`config.mk`:
```
export PLATFORM = sky130hd
export DESIGN_NAME = r_peak_ctrl
export DESIGN_NICKNAME = d
export VERILOG_FILES = /design/src/rtl/r_peak_pkg.sv /design/src/rtl/rr_timer.sv /design/src/rtl/r_peak_ctrl.sv
export SDC_FILE = /design/constraint.sdc
export NUM_CORES = 1
export LEC_CHECK = 0
export BUFFER_PORTS_ARGS = -buffer_cell sky130_fd_sc_hd__buf_2
export CAP_MARGIN = 20
export CORE_MARGIN = 5
export CORE_UTILIZATION = 55
export DETAILED_ROUTE_END_ITERATION = 7
export GPL_ROUTABILITY_DRIVEN = 0
export GPL_TIMING_DRIVEN = 0
export PLACE_DENSITY = 0.76
export SYNTH_ARGS = -nofsm -noshare
export SYNTH_HDL_FRONTEND = slang
export SYNTH_SLANG_ARGS = --single-unit
```
`constraint.sdc`:
```
create_clock -name clk -period 5.75 [get_ports clk]
set_clock_uncertainty 0.2 [all_clocks]
set_input_delay 1.15 -clock clk [delete_from_list [all_inputs] [get_ports clk]]
set_output_delay 1.15 -clock clk [all_outputs]
set_load 0.005 [all_outputs]
```
`src/rtl/r_peak_pkg.sv`:
```
// Shared types and constants for the R-peak sequencing controller.
// Slopes are biased so that a flat signal reads SLOPE_BIAS.
package r_peak_pkg;

    typedef enum logic [1:0] {
        ARMED   = 2'd0,
        CAND    = 2'd1,
        REFRACT = 2'd2
    } state_e;

    localparam int SLOPE_BIAS = 256;
    localparam int VTH_P_DEF  = 265;
    localparam int VTH_N_DEF  = 250;

    localparam logic CFG_SEL_P = 1'b0;
    localparam logic CFG_SEL_N = 1'b1;

endpackage

```
`src/rtl/rr_timer.sv`:
```
// Saturating R-R sample counter with clear-and-capture and timeout flag.
// cap_o is the interval that a clear on this sample would report.
module rr_timer #(
    parameter int RR_W        = 12,
    parameter int TIMEOUT_SMP = 750
) (
    input  logic            clk,
    input  logic            rst_n,
    input  logic            en_i,
    input  logic            clr_i,
    output logic [RR_W-1:0] cap_o,
    output logic            hit_o
);

    localparam logic [RR_W-1:0] MAX = '1;

    logic [RR_W-1:0] cnt_q;
    logic [RR_W-1:0] inc;
    logic            sat;

    assign sat   = (cnt_q == MAX);
    assign inc   = sat ? cnt_q : cnt_q + 1'b1;
    assign cap_o = inc;
    // Fires only on the sample that lands exactly on the timeout.
    assign hit_o = en_i && !clr_i && !sat
                   && (inc == RR_W'(TIMEOUT_SMP));

    always_ff @(posedge clk or negedge rst_n) begin
        if (!rst_n) begin
            cnt_q <= '0;
        end else if (en_i) begin
            cnt_q <= clr_i ? '0 : inc;
        end
    end

endmodule

```
`src/rtl/r_peak_ctrl.sv`:
```
// R-peak sequencer: slope thresholds, QRS run qualification,
// refractory window, R-R interval capture and asystole alarm.
module r_peak_ctrl
    import r_peak_pkg::*;
#(
    parameter int DW          = 9,
    parameter int VTH_P_RST   = VTH_P_DEF,
    parameter int VTH_N_RST   = VTH_N_DEF,
    parameter int MIN_QRS     = 2,
    parameter int REFRACT_SMP = 50,
    parameter int TIMEOUT_SMP = 750,
    parameter int RR_W        = 12
) (
    input  logic            clk,
    input  logic            rst,
    input  logic            s_valid,
    input  logic [DW-1:0]   s_diff,
    input  logic            cfg_we,
    input  logic            cfg_sel,
    input  logic [DW-1:0]   cfg_data,
    output logic            cfg_err,
    output logic            r_peak,
    output logic            rr_valid,
    output logic [RR_W-1:0] rr_interval,
    output logic            asystole,
    output logic [1:0]      state
);

    localparam int RNW = 4;
    localparam int RFW = $clog2(REFRACT_SMP + 1);

    state_e          state_q;
    logic [RNW-1:0]  run_q;
    logic [RNW-1:0]  run_nx;
    logic [RFW-1:0]  refr_q;
    logic [DW-1:0]   vth_p_q;
    logic [DW-1:0]   vth_n_q;
    logic            first_q;
    logic            r_peak_q;
    logic            rr_valid_q;
    logic            cfg_err_q;
    logic            asys_q;
    logic [RR_W-1:0] rr_int_q;
    logic [RR_W-1:0] rr_cap;
    logic            rr_hit;
    logic            oob;
    logic            confirm;
    logic            cfg_rej;

    assign oob    = (s_diff >= vth_p_q) || (s_diff <= vth_n_q);
    assign run_nx = run_q + 1'b1;

    assign confirm = s_valid && oob
        && ((state_q == ARMED && MIN_QRS == 1)
            || (state_q == CAND && run_nx == RNW'(MIN_QRS)));

    // Keep vth_n strictly below vth_p whichever register is written.
    assign cfg_rej = (cfg_sel == CFG_SEL_P) ? (vth_n_q >= cfg_data)
                                            : (cfg_data >= vth_p_q);

    rr_timer #(
        .RR_W        (RR_W),
        .TIMEOUT_SMP (TIMEOUT_SMP)
    ) u_rr_timer (
        .clk   (clk),
        .rst_n (rst),
        .en_i  (s_valid),
        .clr_i (confirm),
        .cap_o (rr_cap),
        .hit_o (rr_hit)
    );

    always_ff @(posedge clk or negedge rst) begin
        if (!rst) begin
            state_q    <= ARMED;
            run_q      <= '0;
            refr_q     <= '0;
            vth_p_q    <= DW'(VTH_P_RST);
            vth_n_q    <= DW'(VTH_N_RST);
            first_q    <= 1'b1;
            r_peak_q   <= 1'b0;
            rr_valid_q <= 1'b0;
            cfg_err_q  <= 1'b0;
            asys_q     <= 1'b0;
            rr_int_q   <= '0;
        end else begin
            r_peak_q   <= 1'b0;
            rr_valid_q <= 1'b0;
            cfg_err_q  <= cfg_we && cfg_rej;
            if (cfg_we && !cfg_rej) begin
                if (cfg_sel == CFG_SEL_P) vth_p_q <= cfg_data;
                else                      vth_n_q <= cfg_data;
            end
            if (rr_hit) asys_q <= 1'b1;
            if (confirm) begin
                r_peak_q   <= 1'b1;
                rr_valid_q <= !first_q;
                first_q    <= 1'b0;
                rr_int_q   <= rr_cap;
                asys_q     <= 1'b0;
                state_q    <= REFRACT;
                refr_q     <= RFW'(REFRACT_SMP);
                run_q      <= '0;
            end else if (s_valid) begin
                unique case (state_q)
                    ARMED: begin
                        if (oob) begin
                            state_q <= CAND;
                            run_q   <= RNW'(1);
                        end
                    end
                    CAND: begin
                        if (oob) begin
                            run_q <= run_nx;
                        end else begin
                            state_q <= ARMED;
                            run_q   <= '0;
                        end
                    end
                    REFRACT: begin
                        refr_q <= refr_q - 1'b1;
                        if (refr_q == RFW'(1)) state_q <= ARMED;
                    end
                    default: state_q <= ARMED;
                endcase
            end
        end
    end

    assign cfg_err     = cfg_err_q;
    assign r_peak      = r_peak_q;
    assign rr_valid    = rr_valid_q;
    assign rr_interval = rr_int_q;
    assign asystole    = asys_q;
    assign state       = state_q;

endmodule

```
==> impl_metrics.ini, run 1 <==
[route]
dr.pass1.iters = 4
drc = 0
drt_iter0_drc = 130
via_per_inst = 5.78
wl_um = 8030
wl_per_cell_um = 15.7
vias = 2963
drtAntennaViolNets = 0

[critical_path]
required_ns = 5.73
cp_num_buf_inv = 2
cpMaxStageDelayCell = o31ai_2
cp_top_family = compound AO/OA/AOI/OAI gates
crit_fanout = 10
crit_cells = 8
ff2ff_path_depth = 8
critPathMaxStageDelay_ns = 0.51
cp.arrival_ns = 3.26
end_kind = flop
crit_chain = buf_2 -> ha_1 -> and3_1 -> a31oi_1 -> o211ai_1 -> o31ai_2 -> clkbuf_1 -> o21ai_0
start_kind = primary input
criticalPathCategory = in -> reg

[finish]
n_antenna_cell = 0
area_growth_pct = 12.9
nNetsFinal = 495
drive_above_1_share_pct = 18.8
finalInstanceArea_um2 = 4100

[global_route]
antenna_found_initial = 0
gr-usage-all-layers_pct = 20.5
grt_pass1_wl_um = 13800
grt_start_max_net_pins = 32
grt-ovfl-total = 0
grt_pass1_vias = 3038

[clocking]
post_cts_buffers = 0
clock_tree.buffer_depth = 2
cts_hold_buf = 0
cts_tree = done
htreeDepth = 3
cts.sinks = 59
path_clk_slew_ns = 0.06
clk_latency_ns = 0.34
numCtsBuffers = 9
cts-root-buf = clkbuf_8
post_cts_resized = 0

[min_path]
holdPathStages = 2
min_path_type = reg -> reg

[placed_design]
placed_area_um2 = 3950
io_buffers = 40
dp_hpwl_um = 6020

[outcome]
run_status = completed

[floorplanning]
fp.dieArea_um2 = 8330
fp.dieW_um = 91.3
die_h_um = 91.3
ios = 41
coreArea_um2 = 6390
row_count = 29
start_util_pct = 56.9

[timing]
setup_tns_ns = 0
slew_violations = 0
relSlewSlack_pct = 49.7
setup_viol = 0
fmax_mhz = 305
tightest_slew_ns = 0.755
period_minus_slack_ns = 3.28
fin_crit_sh_pct = 57.0
rsz0062_at_grt = no
hold_violations = 0

[synth]
ys_seq_area_share_pct = 41.0
yosys_register_bits = 59
synth_area_um2 = 3630
syn_nets = 443
syn_inst = 379
synth-async-reset-ratio_pct = 100
yosys_warnings = 0
avgSynthCellArea_um2 = 9.59
synth_cell_type_count = 51
ys.flop_type = dfrtp_1
synth-edff-count = 0

[job]
cap_viol_max_count = 0

[pwr]
p_per_area_nw_per_um2 = 441
leakage_nw = 2.09
ir_drop_uv = 244
-- layer usage --
metal	vias to the layer above	track usage [%]	share of wire [%]
met5	-	0	0
met4	0	6.97	1.2
met3	10	5.45	3.9
met2	60	33.3	48
met1	1448	26.6	46
li1	1445	-	-
-- sequential cells by signal, indices dropped and copies added, names as in the netlist --
signal / count
rr_interval: 12
u_rr_timer.cnt_q: 12
vth_n_q: 9
vth_p_q: 9
refr_q: 6
run_q: 4
state: 2
asystole: 1
cfg_err: 1
first_q: 1
r_peak: 1
rr_valid: 1
-- synthesized netlist by cell type, drive strengths merged (3+ instances only) --
| library cell | count | area, um^2 |
|---|---|---|
| a211oi | 3 | 22.5 |
| a21o | 6 | 45.0 |
| a21oi | 24 | 120 |
| a31oi | 3 | 18.8 |
| and3 | 3 | 18.8 |
| buf | 6 | 28.8 |
| clkbuf | 6 | 22.5 |
| dfrtp | 49 | 1230 |
| dfstp | 10 | 263 |
| ha | 41 | 513 |
| inv | 41 | 154 |
| mux2 | 3 | 33.8 |
| mux2i | 18 | 180 |
| nand2 | 31 | 116 |
| nand2b | 4 | 32.5 |
| nand3 | 12 | 60.1 |
| nand4 | 7 | 58.8 |
| nor2 | 24 | 90.1 |
| nor3 | 8 | 40.0 |
| nor3b | 3 | 22.5 |
| nor4 | 3 | 40.0 |
| o211ai | 5 | 37.5 |
| o21ai | 29 | 145 |
| o31ai | 5 | 47.5 |
| o32ai | 3 | 26.3 |
| or2 | 3 | 18.8 |
| or3 | 3 | 18.8 |
| xnor2 | 7 | 61.3 |
| xor2 | 3 | 26.3 |
-- layout by cell type (no fill, tap or decap), drive strengths merged, types with 3 or more instances in the layout --
cell type  instances
dfrtp             49
buf               47
inv               41
ha                41
nand2             31
o21ai             29
a21oi             24
nor2              24
clkbuf            19
mux2i             18
nand3             12
dfstp             10
nor3               8
xnor2              7
nand4              7
a21o               6
o211ai             5
o31ai              5
nand2b             4
and3               3
a31oi              3
a211oi             3
or2                3
nor3b              3
or3                3
o32ai              3
xor2               3
mux2               3
clkinv             3
nor4               3
-- power breakdown --
part	internal, mW	switching (mW)	total (mW)	leakage, nW
clock network	0.155	0.159	0.314	0.0812
registers	0.591	0.110	0.701	0.718
logic	0.342	0.452	0.794	1.29
-- worst register-to-register path: stages, from the launching register on --
cell	delay, ns
dfstp_2	0.52
inv_1	0.07
ha_1	0.29
and3_1	0.21
a31oi_1	0.17
o211ai_1	0.14
o31ai_2	0.51
clkbuf_1	0.47
o21ai_0	0.19
-- cells by family (layout without fill, tap and decap cells) --
kind of cell / count (synthesis) / after routing / synth area share (%)
AND/OR/NAND/NOR: 107 / 107 / 15.7
AO/OA/AOI/OAI: 88 / 88 / 15.3
flip-flops: 59 / 59 / 41.0
buffers and inverters: 53 / 110 / 5.65
adder cells (fa/ha/maj): 41 / 41 / 14.1
multiplexers: 21 / 21 / 5.89
XOR/XNOR: 10 / 10 / 2.41
-- worst paths after layout --
path | startpoint | to | slack [ns]
worst max-delay path | s_diff[8] | rr_interval[0]$_DFFE_PN0P_ | 2.47
worst min-delay path | rr_interval[10]$_DFFE_PN0P_ | rr_interval[10]$_DFFE_PN0P_ | 0.28
worst max register to register | vth_p_q[8]$_DFFE_PN1P_ | rr_interval[0]$_DFFE_PN0P_ | 2.82
worst min register to register | rr_interval[10]$_DFFE_PN0P_ | rr_interval[10]$_DFFE_PN0P_ | 0.28
max in group asynchronous | rst | vth_n_q[5]$_DFFE_PN1P_ | 4.00
min in group asynchronous | rst | vth_p_q[6]$_DFFE_PN0P_ | 0.67
-- area by class of cell --
cell class                      instances  area, um^2
Tap cell                               77        96.3
Clock inverter                          3        15.0
Timing Repair Buffer                   41         220
Sequential cell                        59        1490
Multi-Input combinational cell        267        1940
Clock buffer                           13         139
Buffer                                 12        51.3
Inverter                               41         154
Fill cell                             509        2280
-- stage by stage --
step	utilization [%]	setup slack (ns)	power [mW]	instances	hold WS (ns)
finish	64.3	2.47	1.81	513	0.283
global route	64.3	2.31	1.98	513	0.327
CTS	64.3	2.51	1.82	513	0.287
detailed placement	61.9	2.14	1.50	497	0.270
global placement	61.5	2.15	1.45	496	0.263
floorplan	-	2.54	1.26	379	0.263
Note: power is estimated with default switching activity, not from simulation.
==> run 2: changes to the inputs <==
Settings changed: ABC_AREA from default to 1, CORE_UTILIZATION 55 to 54, PLACE_DENSITY 0.76 to 0.77.
Clock period 5.75 ns to 3 ns, I/O delays scaled along.
==> run 2 against run 1 <==
  * Synthesized area is 9.7% higher
  * Critical path depth rose by 1
  * Critical endpoint is now vth_p_q[2]$_DFFE_PN0P_
  * Worst hold slack got worse by 0.25 ns
  * Clock power up 130%
  * Sequential power is 97% higher
  * Clock-buffer cell count fell by 2
  * Combinational power up 110%
  * Largest power group unchanged
  * Register-to-register slack lost 2.2 ns
  * Total power is 110% higher
  * Sequential share of layout area is 3.3 points lower
==> impl_metrics.ini, run 2 <==
[outcome]
run_status = completed

[global_route]
antenna_found_initial = 0
grt-ovfl-total = 0
grt_pass1_vias = 3440
grt_start_max_net_pins = 39
gr-usage-all-layers_pct = 21.4
grt_pass1_wl_um = 15200

[timing]
slew_violations = 0
rsz0062_at_grt = no
setup_viol = 0
fin_crit_sh_pct = 80.9
period_minus_slack_ns = 2.43
relSlewSlack_pct = 53.3
tightest_slew_ns = 0.701
whs_ns = 0.0360
fmax_mhz = 412
hold_violations = 0
setup_tns_ns = 0

[critical_path]
required_ns = 3.05
end_kind = flop
cp.arrival_ns = 2.48
critPathMaxStageDelay_ns = 0.54
criticalPathCategory = reg -> reg
start_kind = flop
crit_fanout = 10
crit_chain = ha_1 -> a21oi_1 -> o21ai_0 -> nand2_1 -> nand4_1 -> nand2_1 -> nand3_2 -> buf_2 -> o21ai_0
cpMaxStageDelayCell = dfstp_2

[floorplanning]
fp.dieW_um = 95.9
ios = 41
die_h_um = 95.9
row_count = 31
start_util_pct = 55.3
coreArea_um2 = 7210
fp.dieArea_um2 = 9200

[clocking]
cts_hold_buf = 0
numCtsBuffers = 9
path_clk_slew_ns = 0.06
clk_latency_ns = 0.34
post_cts_buffers = 0
clock_tree.buffer_depth = 2
htreeDepth = 3
post_cts_resized = 0
cts-root-buf = clkbuf_8
cts.sinks = 59
cts_tree = done

[finish]
final_cell_mix = nand2_1 (125), inv_1 (72), dfrtp_1 (49), buf_2 (41), ha_1 (41)
final_common_cell = nand2_1
area_growth_pct = 13.4
n_antenna_cell = 0
drive_above_1_share_pct = 21.4
regArea_um2 = 1490
instances_no_fill = 650
fillCellCount = 633
multiInputGateArea_um2 = 2140
nNetsFinal = 610

[placed_design]
dp_hpwl_um = 6790
io_buffers = 39
dp_cells = 634

[synth]
yosys_warnings = 0
ys_seq_area_share_pct = 37.4
synth_area_um2 = 3990
synth.most_common_cell = nand2_1
synth_area_leaders = dfrtp_1 (31%), ha_1 (13%), nand2_1 (12%)
synth_common_cells = nand2_1 (125), inv_1 (72), dfrtp_1 (49), ha_1 (41), nor2_1 (37)
avgSynthCellArea_um2 = 8.05
synth-edff-count = 0
yosys_register_bits = 59
ys.flop_type = dfrtp_1
synth_cell_type_count = 36
syn_inst = 495
synth_top_area_cell = dfrtp_1
syn_nets = 559
synth-async-reset-ratio_pct = 100
synth.top_cell.area_share_pct = 30.8

[route]
wl_per_cell_um = 13.6
via_per_inst = 5.22
drtAntennaViolNets = 0
vias = 3395
wl_um = 8850
drt_iter0_drc = 124
drc = 0
dr.pass1.iters = 4

[job]
cap_viol_max_count = 0

[pwr]
p_per_area_nw_per_um2 = 839
leakage_nw = 2.39
ir_drop_uv = 430
power.total_mw = 3.79

[min_path]
min_path_type = in -> async
==> run 2: cell families (layout without fill, tap and decap cells) <==
| logic type | count (synthesis) | after routing | share of synthesized area, % |
|---|---|---|---|
| fa+ha+maj | 41 | 41 | 12.9 |
| compound gates | 78 | 78 | 12.9 |
| buf+inv | 86 | 142 | 8.91 |
| xor+xnor | 5 | 5 | 1.10 |
| simple gates | 226 | 226 | 26.8 |
| flops | 59 | 59 | 37.4 |
==> run 2: final cells by class <==
cell class                      count  area share, %
Multi-Input combinational cell    350           47.4
Sequential cell                    59           32.9
Inverter                           77           6.40
Timing Repair Buffer               40           4.76
Clock buffer                       11           3.13
Tap cell                           99           2.74
Buffer                              9           1.47
Clock inverter                      5           1.16
==> run 2: where the power goes <==
part	total, mW	switching [mW]	internal [mW]
logic	1.70	1.02	0.679
registers	1.38	0.239	1.14
clock network	0.717	0.316	0.402
==> run 2: metal layers <==
| metal | wire length (um) | track usage (%) |
|---|---|---|
| met5 | 0 | 0 |
| met4 | 117 | 6.04 |
| met3 | 367 | 4.46 |
| met2 | 4330 | 36.4 |
| met1 | 4040 | 27.5 |
==> run 2: metrics by stage <==
| step | util [%] | instance area (um^2) | setup WS [ns] |
|---|---|---|---|
| 2_1_floorplan | - | 3990 | 0.786 |
| 3_3_place_gp | 59.7 | 4310 | 0.407 |
| 3_5_place_dp | 60.0 | 4330 | 0.322 |
| 4_1_cts | 62.6 | 4520 | 0.592 |
| 5_1_grt | 62.6 | 4520 | 0.382 |
| 6_report | 62.6 | 4520 | 0.572 |
==> run 2: worst paths after layout <==
path | start | endpoint | slack [ns] | depth (start not counted)
max | vth_n_q[4]$_DFFE_PN1P_ | vth_p_q[2]$_DFFE_PN0P_ | 0.57 | 9
min | rst | rr_interval[10]$_DFFE_PN0P_ | 0.04 | 1
max reg2reg | vth_n_q[4]$_DFFE_PN1P_ | vth_p_q[2]$_DFFE_PN0P_ | 0.57 | 9
min reg2reg | first_q$_DFFE_PN1P_ | first_q$_DFFE_PN1P_ | 0.25 | 2
max in group asynchronous | rst | vth_n_q[6]$_DFFE_PN1P_ | 1.92 | 2
min in group clk | first_q$_DFFE_PN1P_ | first_q$_DFFE_PN1P_ | 0.25 | 2
==> run 2: critical path, delay by kind of cell, from the launching register on <==
family	cells	cell delay, ns
AND/OR/NAND/NOR	4	0.58
flip-flops	1	0.54
AO/OA/AOI/OAI	3	0.48
adder cells (fa/ha/maj)	1	0.27
buffers and inverters	1	0.27
